### config.mk
export PLATFORM = sky130hd
export DESIGN_NAME = uart_fifo_core
export DESIGN_NICKNAME = d
export VERILOG_FILES = /design/src/rtl/uart_fifo_core.sv
export SDC_FILE = /design/constraint.sdc
export NUM_CORES = 1
export LEC_CHECK = 0
export BUFFER_PORTS_ARGS = -buffer_cell sky130_fd_sc_hd__buf_2
export CORE_ASPECT_RATIO = 1.25
export CORE_UTILIZATION = 50
export CTS_CLUSTER_SIZE = 24
export DETAILED_ROUTE_END_ITERATION = 10
export GPL_TIMING_DRIVEN = 1
export PLACE_DENSITY = 0.67
export REMOVE_ABC_BUFFERS = 1
export SLEW_MARGIN = 30
export SYNTH_ARGS = -nofsm -noshare
export SYNTH_HDL_FRONTEND = slang
export SYNTH_SLANG_ARGS = --single-unit
### constraint.sdc
create_clock -name clk_100MHz -period 4.3 [get_ports clk_100MHz]
set_clock_uncertainty 0.15 [all_clocks]
set_input_delay 0.86 -clock clk_100MHz [delete_from_list [all_inputs] [get_ports clk_100MHz]]
set_output_delay 0.86 -clock clk_100MHz [all_outputs]
set_load 0.02 [all_outputs]
### src/rtl/uart_fifo_core.sv
// uart_fifo_core: programmable-baud UART with valid/ready TX/RX circular FIFOs and sticky error flags.
// Optional parity generation/checking is compiled in when UART_PARITY_EN is defined.

module uart_fifo_buf #(
    parameter int W  = 8,
    parameter int AW = 4
) (
    input  logic          clk_100MHz,
    input  logic          reset_n,
    input  logic          push,
    input  logic [W-1:0]  wdata,
    input  logic          pop,
    output logic [W-1:0]  rdata,
    output logic          full,
    output logic          empty,
    output logic [AW:0]   level
);
    localparam int PW = AW + 1;

    logic [W-1:0] mem [2**AW];
    logic [AW:0]  wr_ptr, rd_ptr;

    // Pointers carry one extra wrap bit so full and empty are distinguishable.
    assign empty = (wr_ptr == rd_ptr);
    assign full  = (wr_ptr[AW] != rd_ptr[AW]) && (wr_ptr[AW-1:0] == rd_ptr[AW-1:0]);
    assign level = wr_ptr - rd_ptr;
    assign rdata = mem[rd_ptr[AW-1:0]];

    always_ff @(posedge clk_100MHz or negedge reset_n) begin
        if (!reset_n) begin
            wr_ptr <= '0;
            rd_ptr <= '0;
        end else begin
            if (push && !full)  wr_ptr <= wr_ptr + PW'(1);
            if (pop  && !empty) rd_ptr <= rd_ptr + PW'(1);
        end
    end

    always_ff @(posedge clk_100MHz) begin
        if (push && !full) mem[wr_ptr[AW-1:0]] <= wdata;
    end
endmodule

module uart_fifo_core #(
    parameter int DBITS        = 8,
    parameter int OSR          = 16,
    parameter int DIV_BITS     = 16,
    parameter int TX_DEPTH_EXP = 4,
    parameter int RX_DEPTH_EXP = 4
) (
    input  logic                    clk_100MHz,
    input  logic                    reset_n,
    input  logic [DIV_BITS-1:0]     baud_div,
    input  logic                    two_stop,
    input  logic [1:0]              parity_mode,
    input  logic [DBITS-1:0]        tx_data,
    input  logic                    tx_valid,
    output logic                    tx_ready,
    output logic [DBITS-1:0]        rx_data,
    output logic                    rx_valid,
    input  logic                    rx_ready,
    output logic [TX_DEPTH_EXP:0]   tx_level,
    output logic [RX_DEPTH_EXP:0]   rx_level,
    output logic                    tx_busy,
    output logic                    frame_err,
    output logic                    parity_err,
    output logic                    overrun,
    input  logic                    clear_err,
    input  logic                    rx,
    output logic                    tx
);
    localparam int               OW   = $clog2(OSR);
    localparam logic [3:0]       DB   = 4'(DBITS);
    localparam logic [OW-1:0]    OS_LAST = OW'(OSR - 1);
    localparam logic [OW-1:0]    OS_MID  = OW'(OSR / 2 - 1);
    localparam logic [DIV_BITS-1:0] ONE = DIV_BITS'(1);

    typedef enum logic [2:0] {
        S_IDLE,
        S_START,
        S_DATA,
`ifdef UART_PARITY_EN
        S_PARITY,
`endif
        S_STOP
    } state_t;

    // Baud tick: the period limit is latched at each wrap, the first period after reset uses the live value.
    logic [DIV_BITS-1:0] tick_cnt, tick_lim, live_last, cur_last;
    logic                tick_lim_ok, tick;

    assign live_last = (baud_div < DIV_BITS'(2)) ? ONE : baud_div - ONE;
    assign cur_last  = tick_lim_ok ? tick_lim : live_last;
    assign tick      = (tick_cnt >= cur_last);

    always_ff @(posedge clk_100MHz or negedge reset_n) begin
        if (!reset_n) begin
            tick_cnt    <= '0;
            tick_lim    <= '0;
            tick_lim_ok <= 1'b0;
        end else if (tick) begin
            tick_cnt    <= '0;
            tick_lim    <= live_last;
            tick_lim_ok <= 1'b1;
        end else begin
            tick_cnt <= tick_cnt + ONE;
        end
    end

`ifdef UART_PARITY_EN
    logic par_en_cfg, par_odd_cfg;
    assign par_en_cfg  = (parity_mode == 2'b01) || (parity_mode == 2'b10);
    assign par_odd_cfg = (parity_mode == 2'b01);
`else
    logic unused_parity_mode;
    assign unused_parity_mode = ^parity_mode;
`endif

    logic             tx_pop, tx_empty, tx_full;
    logic [DBITS-1:0] tx_head, tx_shift;
    state_t           tx_state;
    logic [OW-1:0]    tx_os;
    logic [3:0]       tx_bit;
    logic             tx_two, tx_stop2, tx_frame_end;
`ifdef UART_PARITY_EN
    logic             tx_par_en, tx_par;
`endif

    uart_fifo_buf #(.W(DBITS), .AW(TX_DEPTH_EXP)) u_tx_fifo (
        .clk_100MHz (clk_100MHz),
        .reset_n    (reset_n),
        .push       (tx_valid),
        .wdata      (tx_data),
        .pop        (tx_pop),
        .rdata      (tx_head),
        .full       (tx_full),
        .empty      (tx_empty),
        .level      (tx_level)
    );

    assign tx_ready     = !tx_full;
    assign tx_busy      = (tx_state != S_IDLE) || !tx_empty;
    assign tx_frame_end = tick && (tx_os == OS_LAST) && (tx_state == S_STOP) && (!tx_two || tx_stop2);
    // Reloading straight from the last stop bit gives back-to-back frames with no idle gap.
    assign tx_pop       = !tx_empty && ((tick && tx_state == S_IDLE) || tx_frame_end);

    always_ff @(posedge clk_100MHz or negedge reset_n) begin
        if (!reset_n) begin
            tx_state <= S_IDLE;
            tx       <= 1'b1;
            tx_os    <= '0;
            tx_bit   <= '0;
            tx_shift <= '0;
            tx_two   <= 1'b0;
            tx_stop2 <= 1'b0;
`ifdef UART_PARITY_EN
            tx_par_en <= 1'b0;
            tx_par    <= 1'b0;
`endif
        end else if (tx_pop) begin
            tx_state <= S_START;
            tx       <= 1'b0;
            tx_os    <= '0;
            tx_bit   <= '0;
            tx_shift <= tx_head;
            tx_two   <= two_stop;
            tx_stop2 <= 1'b0;
`ifdef UART_PARITY_EN
            tx_par_en <= par_en_cfg;
            tx_par    <= par_odd_cfg ? ~^tx_head : ^tx_head;
`endif
        end else if (tick && tx_state != S_IDLE) begin
            tx_os <= tx_os + OW'(1);
            if (tx_os == OS_LAST) begin
                case (tx_state)
                    S_START: begin
                        tx_state <= S_DATA;
                        tx       <= tx_shift[0];
                        tx_shift <= tx_shift >> 1;
                        tx_bit   <= 4'd1;
                    end
                    S_DATA: begin
                        if (tx_bit == DB) begin
`ifdef UART_PARITY_EN
                            if (tx_par_en) begin
                                tx_state <= S_PARITY;
                                tx       <= tx_par;
                            end else
`endif
                            begin
                                tx_state <= S_STOP;
                                tx       <= 1'b1;
                            end
                        end else begin
                            tx       <= tx_shift[0];
                            tx_shift <= tx_shift >> 1;
                            tx_bit   <= tx_bit + 4'd1;
                        end
                    end
`ifdef UART_PARITY_EN
                    S_PARITY: begin
                        tx_state <= S_STOP;
                        tx       <= 1'b1;
                    end
`endif
                    S_STOP: begin
                        if (tx_two && !tx_stop2) tx_stop2 <= 1'b1;
                        else                     tx_state <= S_IDLE;
                    end
                    default: tx_state <= S_IDLE;
                endcase
            end
        end
    end

    logic             rx_meta, rx_s;
    logic             rx_push, rx_full, rx_empty, rx_sample, rx_stop_sample, rx_par_fail;
    logic             frame_set, ovr_set;
    logic [DBITS-1:0] rx_head, rx_shift;
    state_t           rx_state;
    logic [OW-1:0]    rx_os;
    logic [3:0]       rx_bit;
`ifdef UART_PARITY_EN
    logic             rx_par_en, rx_par_odd, rx_par_acc, rx_par_bad, par_set;
`endif

    always_ff @(posedge clk_100MHz or negedge reset_n) begin
        if (!reset_n) begin
            rx_meta <= 1'b1;
            rx_s    <= 1'b1;
        end else begin
            rx_meta <= rx;
            rx_s    <= rx_meta;
        end
    end

    uart_fifo_buf #(.W(DBITS), .AW(RX_DEPTH_EXP)) u_rx_fifo (
        .clk_100MHz (clk_100MHz),
        .reset_n    (reset_n),
        .push       (rx_push),
        .wdata      (rx_shift),
        .pop        (rx_ready),
        .rdata      (rx_head),
        .full       (rx_full),
        .empty      (rx_empty),
        .level      (rx_level)
    );

    assign rx_valid       = !rx_empty;
    assign rx_data        = rx_valid ? rx_head : '0;
    assign rx_sample      = tick && (rx_os == OS_LAST);
    assign rx_stop_sample = rx_sample && (rx_state == S_STOP);
`ifdef UART_PARITY_EN
    assign rx_par_fail    = rx_par_en && rx_par_bad;
    assign par_set        = rx_stop_sample && rx_s && rx_par_fail;
`else
    assign rx_par_fail    = 1'b0;
`endif
    // A low stop bit takes precedence over a parity mismatch; either way the byte is discarded.
    assign frame_set      = rx_stop_sample && !rx_s;
    assign rx_push        = rx_stop_sample && rx_s && !rx_par_fail;
    assign ovr_set        = rx_push && rx_full;

    always_ff @(posedge clk_100MHz or negedge reset_n) begin
        if (!reset_n) begin
            rx_state <= S_IDLE;
            rx_os    <= '0;
            rx_bit   <= '0;
            rx_shift <= '0;
`ifdef UART_PARITY_EN
            rx_par_en  <= 1'b0;
            rx_par_odd <= 1'b0;
            rx_par_acc <= 1'b0;
            rx_par_bad <= 1'b0;
`endif
        end else begin
            case (rx_state)
                S_IDLE: begin
                    if (!rx_s) begin
                        rx_state <= S_START;
                        rx_os    <= '0;
                        rx_bit   <= '0;
`ifdef UART_PARITY_EN
                        rx_par_en  <= par_en_cfg;
                        rx_par_odd <= par_odd_cfg;
                        rx_par_acc <= 1'b0;
                        rx_par_bad <= 1'b0;
`endif
                    end
                end
                S_START: begin
                    if (tick) begin
                        if (rx_os == OS_MID) begin
                            rx_os    <= '0;
                            rx_state <= rx_s ? S_IDLE : S_DATA;
                        end else begin
                            rx_os <= rx_os + OW'(1);
                        end
                    end
                end
                S_DATA: begin
                    if (tick) begin
                        rx_os <= rx_os + OW'(1);
                        if (rx_os == OS_LAST) begin
                            rx_shift <= {rx_s, rx_shift[DBITS-1:1]};
                            rx_bit   <= rx_bit + 4'd1;
`ifdef UART_PARITY_EN
                            rx_par_acc <= rx_par_acc ^ rx_s;
                            if (rx_bit == DB - 4'd1) rx_state <= rx_par_en ? S_PARITY : S_STOP;
`else
                            if (rx_bit == DB - 4'd1) rx_state <= S_STOP;
`endif
                        end
                    end
                end
`ifdef UART_PARITY_EN
                S_PARITY: begin
                    if (tick) begin
                        rx_os <= rx_os + OW'(1);
                        if (rx_os == OS_LAST) begin
                            rx_par_bad <= ((rx_par_acc ^ rx_s) != rx_par_odd);
                            rx_state   <= S_STOP;
                        end
                    end
                end
`endif
                S_STOP: begin
                    if (tick) begin
                        rx_os <= rx_os + OW'(1);
                        if (rx_os == OS_LAST) rx_state <= S_IDLE;
                    end
                end
                default: rx_state <= S_IDLE;
            endcase
        end
    end

    // Sticky flags: a new error in the same cycle as clear_err wins.
    always_ff @(posedge clk_100MHz or negedge reset_n) begin
        if (!reset_n) begin
            frame_err <= 1'b0;
            overrun   <= 1'b0;
        end else begin
            if (frame_set)      frame_err <= 1'b1;
            else if (clear_err) frame_err <= 1'b0;
            if (ovr_set)        overrun   <= 1'b1;
            else if (clear_err) overrun   <= 1'b0;
        end
    end

`ifdef UART_PARITY_EN
    always_ff @(posedge clk_100MHz or negedge reset_n) begin
        if (!reset_n)       parity_err <= 1'b0;
        else if (par_set)   parity_err <= 1'b1;
        else if (clear_err) parity_err <= 1'b0;
    end
`else
    assign parity_err = 1'b0;
`endif
endmodule

Word-level counts from Yosys, hierarchy flattened

Memory sizes are Yosys's and may differ from the RTL's.
Index checks and enable logic that the tools add are counted.

Bits in registers: 98
RAM bits: 256
Input port bits: 33
Output and inout port bits: 25
Logic and storage cells: 173
Memories: 2

Memory list:

| name          | words | width | rd ports | clocked after memory_dff | wr ports | RTL line | text |
|---|---|---|---|---|---|---|---|
| u_rx_fifo.mem | 16    | 8     | 1        | 0                        | 1        | 20       | `logic [W-1:0] mem [2**AW];` |
| u_tx_fifo.mem | 16    | 8     | 1        | 0                        | 1        | 20       |  |

$add $sub $neg: 12
Magnitude comparators: 2
Equal/unequal tests: 29
Muxes and demuxes: 57
Reduce and logical (&&, ||, !) cells: 49

Operator list:

| operator                | number |
|---|---|
| $mux W16                | 3 |
| $mux W4                 | 12 |
| $mux W8                 | 5 |
| $mux W3                 | 13 |
| $add A5 B1 Y5 const B   | 4 |
| $reduce_and A4 Y1       | 5 |
| $logic_and A1 B1 Y1     | 18 |
| $add A16 B1 Y16 const B | 1 |
| $add A4 B1 Y4 const B   | 4 |
| $ge A16 B16 Y1          | 1 |
| $lt A16 B2 Y1 const B   | 1 |
| $mux W1                 | 16 |
| $pmux W4 S2             | 2 |
| $pmux W8 S2             | 1 |
| $sub A16 B1 Y16 const B | 1 |
| $ne A2 B2 Y1 const B    | 7 |
| $reduce_bool A2 Y1      | 7 |
| $eq A3 B2 Y1 const B    | 4 |
| $eq A4 B4 Y1 const B    | 3 |
| $pmux W3 S4             | 1 |
| $pmux W4 S3             | 1 |
| $eq A5 B5 Y1            | 2 |
| $sub A5 B5 Y5           | 2 |
| $ne A3 B2 Y1 const B    | 3 |
| 15 further kinds        | 32 |

Longest topological paths before layout

Depth in word-level cells: 11
Depth in mapped cells: 16
Gate-level depth less buffers: 14

Modules after synthesis

From an unflattened synthesis, not the netlist that was laid out.

Cell total of the unflattened synthesis: 1,043
Area total of the unflattened synthesis: 16,071.7 um^2

By module, submodules not included:

| module         | instances | cells each | area each (um^2) | sequential area each (um^2) |
|---|---|---|---|---|
| uart_fifo_buf  | 2         | 297        | 5,750.5          | 4,093.9 |
| uart_fifo_core | 1         | 449        | 4,570.6          | 1,905.6 |

Least setup slack after synthesis

Ideal clock, no wire load.

Kind: input to register
Start: in baud_div[7]
End: mem u_rx_fifo.mem[2][0], enable pin
Setup time: 0.383 ns
Arrival: 4.818 ns
Required time: 3.767 ns
Path slack: -1.052 ns
Stages: 16
Buffers on the path: 3
Cell sequence: or4_4 > or4_4 > buf_6 > nor4_4 > xnor2_1 > nor3_1 > a21oi_1 > ha_1 > nand4_1 > nor3_1 > nor4b_1 > or3_1 > buf_2 > buf_2 > nand4b_1 > nor3_1

Word-level cells in the longest chain between the ends: 10
Elaborated cells on any way between the ends: 11
Those cells by class: 1 x add/sub; 2 x order compare; 4 x mux; 4 x reduce/logical

Ends and longest elaborated chain:

| what                                                    | RTL line | text |
|---|---|---|
| start: declaration                                      | 53       | `input logic [DIV_BITS-1:0] baud_div,` |
| $sub A16 B1 Y16 / $lt A16 B2 Y1 (equally long branches) | 92       | `assign live_last = (baud_div < DIV_BITS'(2)) ? ONE : baud_div - ONE;` |
| $mux W16 *                                              | 92       |  |
| $mux W16 *                                              | 93       | `assign cur_last = tick_lim_ok ? tick_lim : live_last;` |
| $ge A16 B16 Y1 *                                        | 94       | `assign tick = (tick_cnt >= cur_last);` |
| $logic_and A1 B1 Y1 *                                   | 251      | `assign rx_sample = tick && (rx_os == OS_LAST);` |
| $logic_and A1 B1 Y1 *                                   | 252      | `assign rx_stop_sample = rx_sample && (rx_state == S_STOP);` |
| $logic_and A1 B1 Y1 *                                   | 261      | `assign rx_push = rx_stop_sample && rx_s && !rx_par_fail;` |
| $logic_and A1 B1 Y1 *                                   | 40       | `if (push && !full) mem[wr_ptr[AW-1:0]] <= wdata;` |
| $mux W1 *                                               | 40       |  |
| $mux W1 (implied by the code) *                         | 40       |  |
| end: declaration                                        | 20       |  |

Every way passes the cells marked *; elsewhere a longest branch is shown, timed or not.

Final worst setup path

Start: in baud_div[7]
End: mem u_rx_fifo.mem[12][1], enable pin

The elaborated chain is that of the path after synthesis.

==> key figures <==
Setup path
  • R2r setup slk: 0.91 ns
  • Critical path launch point type: input port
  • Critical path fanouts, max: 8
  • Worst EP arrival: 4.53 ns
  • Worst setup path class: input port to register
  • Worst endpoint required time: 4.41 ns
  • Crit end category: register
  • Worst Reg2Reg Path Length in Cells: 8

Logic synthesis
  • Async set-reset flop share out of synthesis: 0.2727
  • Main synth FF type: edfxtp_1
  • Compound-Gate Fraction of Synth Area: 0.04717
  • Yosys warns: 0
  • Top post-synthesis cells by area: edfxtp_1 49%, dfrtp_1 15%, mux4_2 11%
  • Post-synth EDFFs: 256
  • Mapped Avg Cell Area: 15.09 µm²
  • Largest family of logic cells by synthesized area: multiplexers
  • Synth top area share: 0.4921
  • Post-synthesis mux area share: 0.1179
  • Synth cell count leaders: 256 x edfxtp_1, 93 x dfrtp_1, 78 x nand2_1
  • #FFs+latches synth: 352
  • Library cells used by synthesis: 67
  • Adder-Cell Fraction of Synth Area: 0.03860
  • Sequential fraction of the synthesis area: 0.6461
  • Most instantiated library cell after synthesis: edfxtp_1
  • Synth Area in Simple Gates: 0.09499
  • Post-Syn Area: 15620 µm²
  • Post-Synthesis Cells: 1035
  • Xor and xnor area share after synthesis: 0.02915
  • Area leader, netlist: edfxtp_1

Global routing
  • GR Util All Layers: 0.2059
  • Routing usage on met3: 0.02823
  • Met1 Use GR: 0.2472
  • Largest net degree at the start of global routing: 68
  • Grt ovf: 0
  • Vias in the first global route: 9451
  • Met2 GRT Util: 0.3828
  • Initial antenna violation count: 0
  • First-pass GRT wire length: 50800 µm
  • GR peak layer: met2

Floorplanning
  • Core Area: 30810 µm²
  • Ports: 58
  • Die Y: 199.6 µm
  • Die width: 160.1 µm
  • Row cnt: 72
  • Initial core utilization: 0.5071
  • Die area: 31960 µm²

STA
  • Tmin final: 4.412 ns
  • Final Hold Vio Count: 0
  • Worst slew pin tran: 0.8303 ns
  • Final setup vio count: 151
  • Relative slew slack: 0.4454
  • Max frequency: 226.6 MHz
  • RSZ-0062 raised after global routing: true
  • Setup ws final: -0.1122 ns
  • Slew Viols, Final: 0
  • Period utilization: 1.026

Routing
  • Initial DRC Count: 518
  • Routed via count: 9071
  • DR pass1 iterations: 5
  • DRT Wirelength: 31710 µm
  • DR WL/cell: 19.50 µm
  • Routed Antenna Nets: 0
  • Vias/cell: 5.579
  • # DRC: 0

Layout
  • Synthesis-to-finish area growth: 18.13%
  • Layout cells sized above 1: 0.2830
  • Ant. Diodes: 0
  • Final #Nets: 1272

Clock network
  • Worst-Skew Late Latency: 0.52 ns
  • TritonCTS clock tree: yes
  • Max Buffers Root-to-Sink: 3
  • H-tree depth: 2
  • CTS Sinks: 352
  • Clock buffer count from CTS: 35
  • Clock slew at reported path FFs: 0.06 ns
  • Hold-fix buffers, CTS: 0
  • Clk root buf: clkbuf_16

Placed design
  • Port Buf Inserts: 54
  • Placer Congestion: 0.7789
  • Placement Setup Slack: -0.9196 ns
  • Post-DP HPWL: 21390 µm

Status
  • Violated checks: setup timing
  • Outcome: finished, violations left

Pwr
  • Tot Pwr: 10.56 mW
  • Net Switching: 3.329 mW
  • Power Density: 572.1 nW/µm²
  • Clk pwr share: 0.273
  • Cell-internal power: 7.230 mW
  • Combinational share of power: 0.317
  • Sequential power share: 0.410
  • Maximum VDD drop: 0.4610 mV
  • Switch share: 0.3153
  • Leak Pwr: 7.105 nW

Job
  • Max cap viols: 0

Hold path
  • Hold Path Class: input port to async pin
-- placed cells by master, fill, tap and decap left out, types with 10 or more instances in the layout --
cell         n
edfxtp_1   256
dfrtp_1     91
buf_4       87
nand2_1     77
mux4_2      73
nor2_1      58
buf_2       52
ha_1        45
inv_1       37
clkbuf_16   37
nand3_1     33
xnor2_1     30
nor3_1      25
a21oi_1     25
buf_6       22
xor2_1      21
nand4_1     18
o31ai_1     14
nor2b_1     13
o21ai_0     13
and3_1      13
o22ai_1     12
mux2_2      12
a31oi_1     10
clkbuf_1    10
-- metal layers --
layer | share of wire | vias to the layer above
met5 | 0 | -
met4 | 0.022 | 0
met3 | 0.034 | 49
met2 | 0.54 | 174
met1 | 0.40 | 4575
li1 | - | 4273
-- power groups by stage --
stage / sequential, mW / combinational [mW] / clock, mW
3_3_place_gp: 4.38 / 3.03 / 0
3_5_place_dp: 4.39 / 3.09 / 0
5_1_grt: 4.38 / 3.70 / 3.07
4_1_cts: 4.33 / 3.19 / 2.95
6_report: 4.33 / 3.35 / 2.88
2_1_floorplan: 4.45 / 1.85 / 0
-- area by class of cell --
type | count | area [µm²]
Fill cell | 2369 | 12350
Sequential cell | 352 | 10100
Multi-Input combinational cell | 593 | 5255
Timing Repair Buffer | 171 | 1356
Clock buffer | 49 | 979.7
Tap cell | 407 | 509.2
Inverter | 39 | 146.4
Clock inverter | 15 | 112.6
-- sequential cells by signal, indices dropped and copies added, names as in the netlist --
name              cells
tx_two                1
tx_state              2
u_tx_fifo.wr_ptr      5
rx_bit                4
u_rx_fifo.wr_ptr      5
rx_os                 4
rx_meta               1
tick_lim_ok           1
tx_os                 4
overrun               1
rx_s                  1
u_rx_fifo.mem       128
rx_shift              8
u_tx_fifo.rd_ptr      5
tick_lim             16
frame_err             1
tick_cnt             16
tx_stop2              1
tx                    1
rx_state              2
u_rx_fifo.rd_ptr      5
u_tx_fifo.mem       128
tx_bit                4
tx_shift              8
-- worst max-delay path: stages --
cell and delay (ns):
buf_6 0.09, or4_4 0.52, or4_4 0.49, nor4_4 0.27, xnor2_2 0.16, nor3_2 0.06
a21oi_1 0.13, ha_1 0.26, a21o_1 0.16, a21o_1 0.17, a2111o_1 0.43, or3_4 0.39
nand4_1 0.13, buf_6 0.17, nor2_1 0.06, buf_4 0.17
-- timing repair --
item | 4_1_cts | 5_1_grt
endpoints found under the hold margin | 0 | 0
endpoints found under the setup margin | 187 | 212
cloned | 0 | 1
gates resized for setup | 33 | 19
setup buffers | 5 | 10
pin swaps | 3 | 5
-- kinds of logic (layout without fill, tap and decap cells) --
logic type	count (synthesis)	after routing
flip-flops	352	352
AND/OR/NAND/NOR	292	292
AO/OA/AOI/OAI	110	110
multiplexers	91	91
buffers and inverters	90	274
XOR/XNOR	52	52
adder cells (fa/ha/maj)	47	47
other	1	1
-- final timing paths --
check,startpoint,end
min in group clk_100MHz,rx_meta,rx_s
setup reg to reg,u_tx_fifo.rd_ptr[2],tx_shift[5]
hold / removal,reset_n,tick_lim_ok
hold reg to reg,rx_meta,rx_s
setup / recovery,baud_div[7],u_rx_fifo.mem[12][1]
max in group asynchronous,reset_n,tick_lim[11]
-- per-stage QoR --
stage / util / hold slack, ns / cell area (µm²) / cells / setup TNS (ns)
after floorplan: - / 0.1952 / 15360 / 984 / -263.44
after global placement: 0.5512 / 0.1960 / 16980 / 1550 / -151.62
after detailed placement: 0.5512 / 0.1984 / 16980 / 1550 / -154.24
after CTS: 0.5929 / 0.2077 / 18270 / 1616 / -8.913
after global routing: 0.5990 / 0.2138 / 18460 / 1626 / -28.30
final: 0.5990 / 0.1943 / 18460 / 1626 / -9.649
Power figures use the tool's default switching activity.
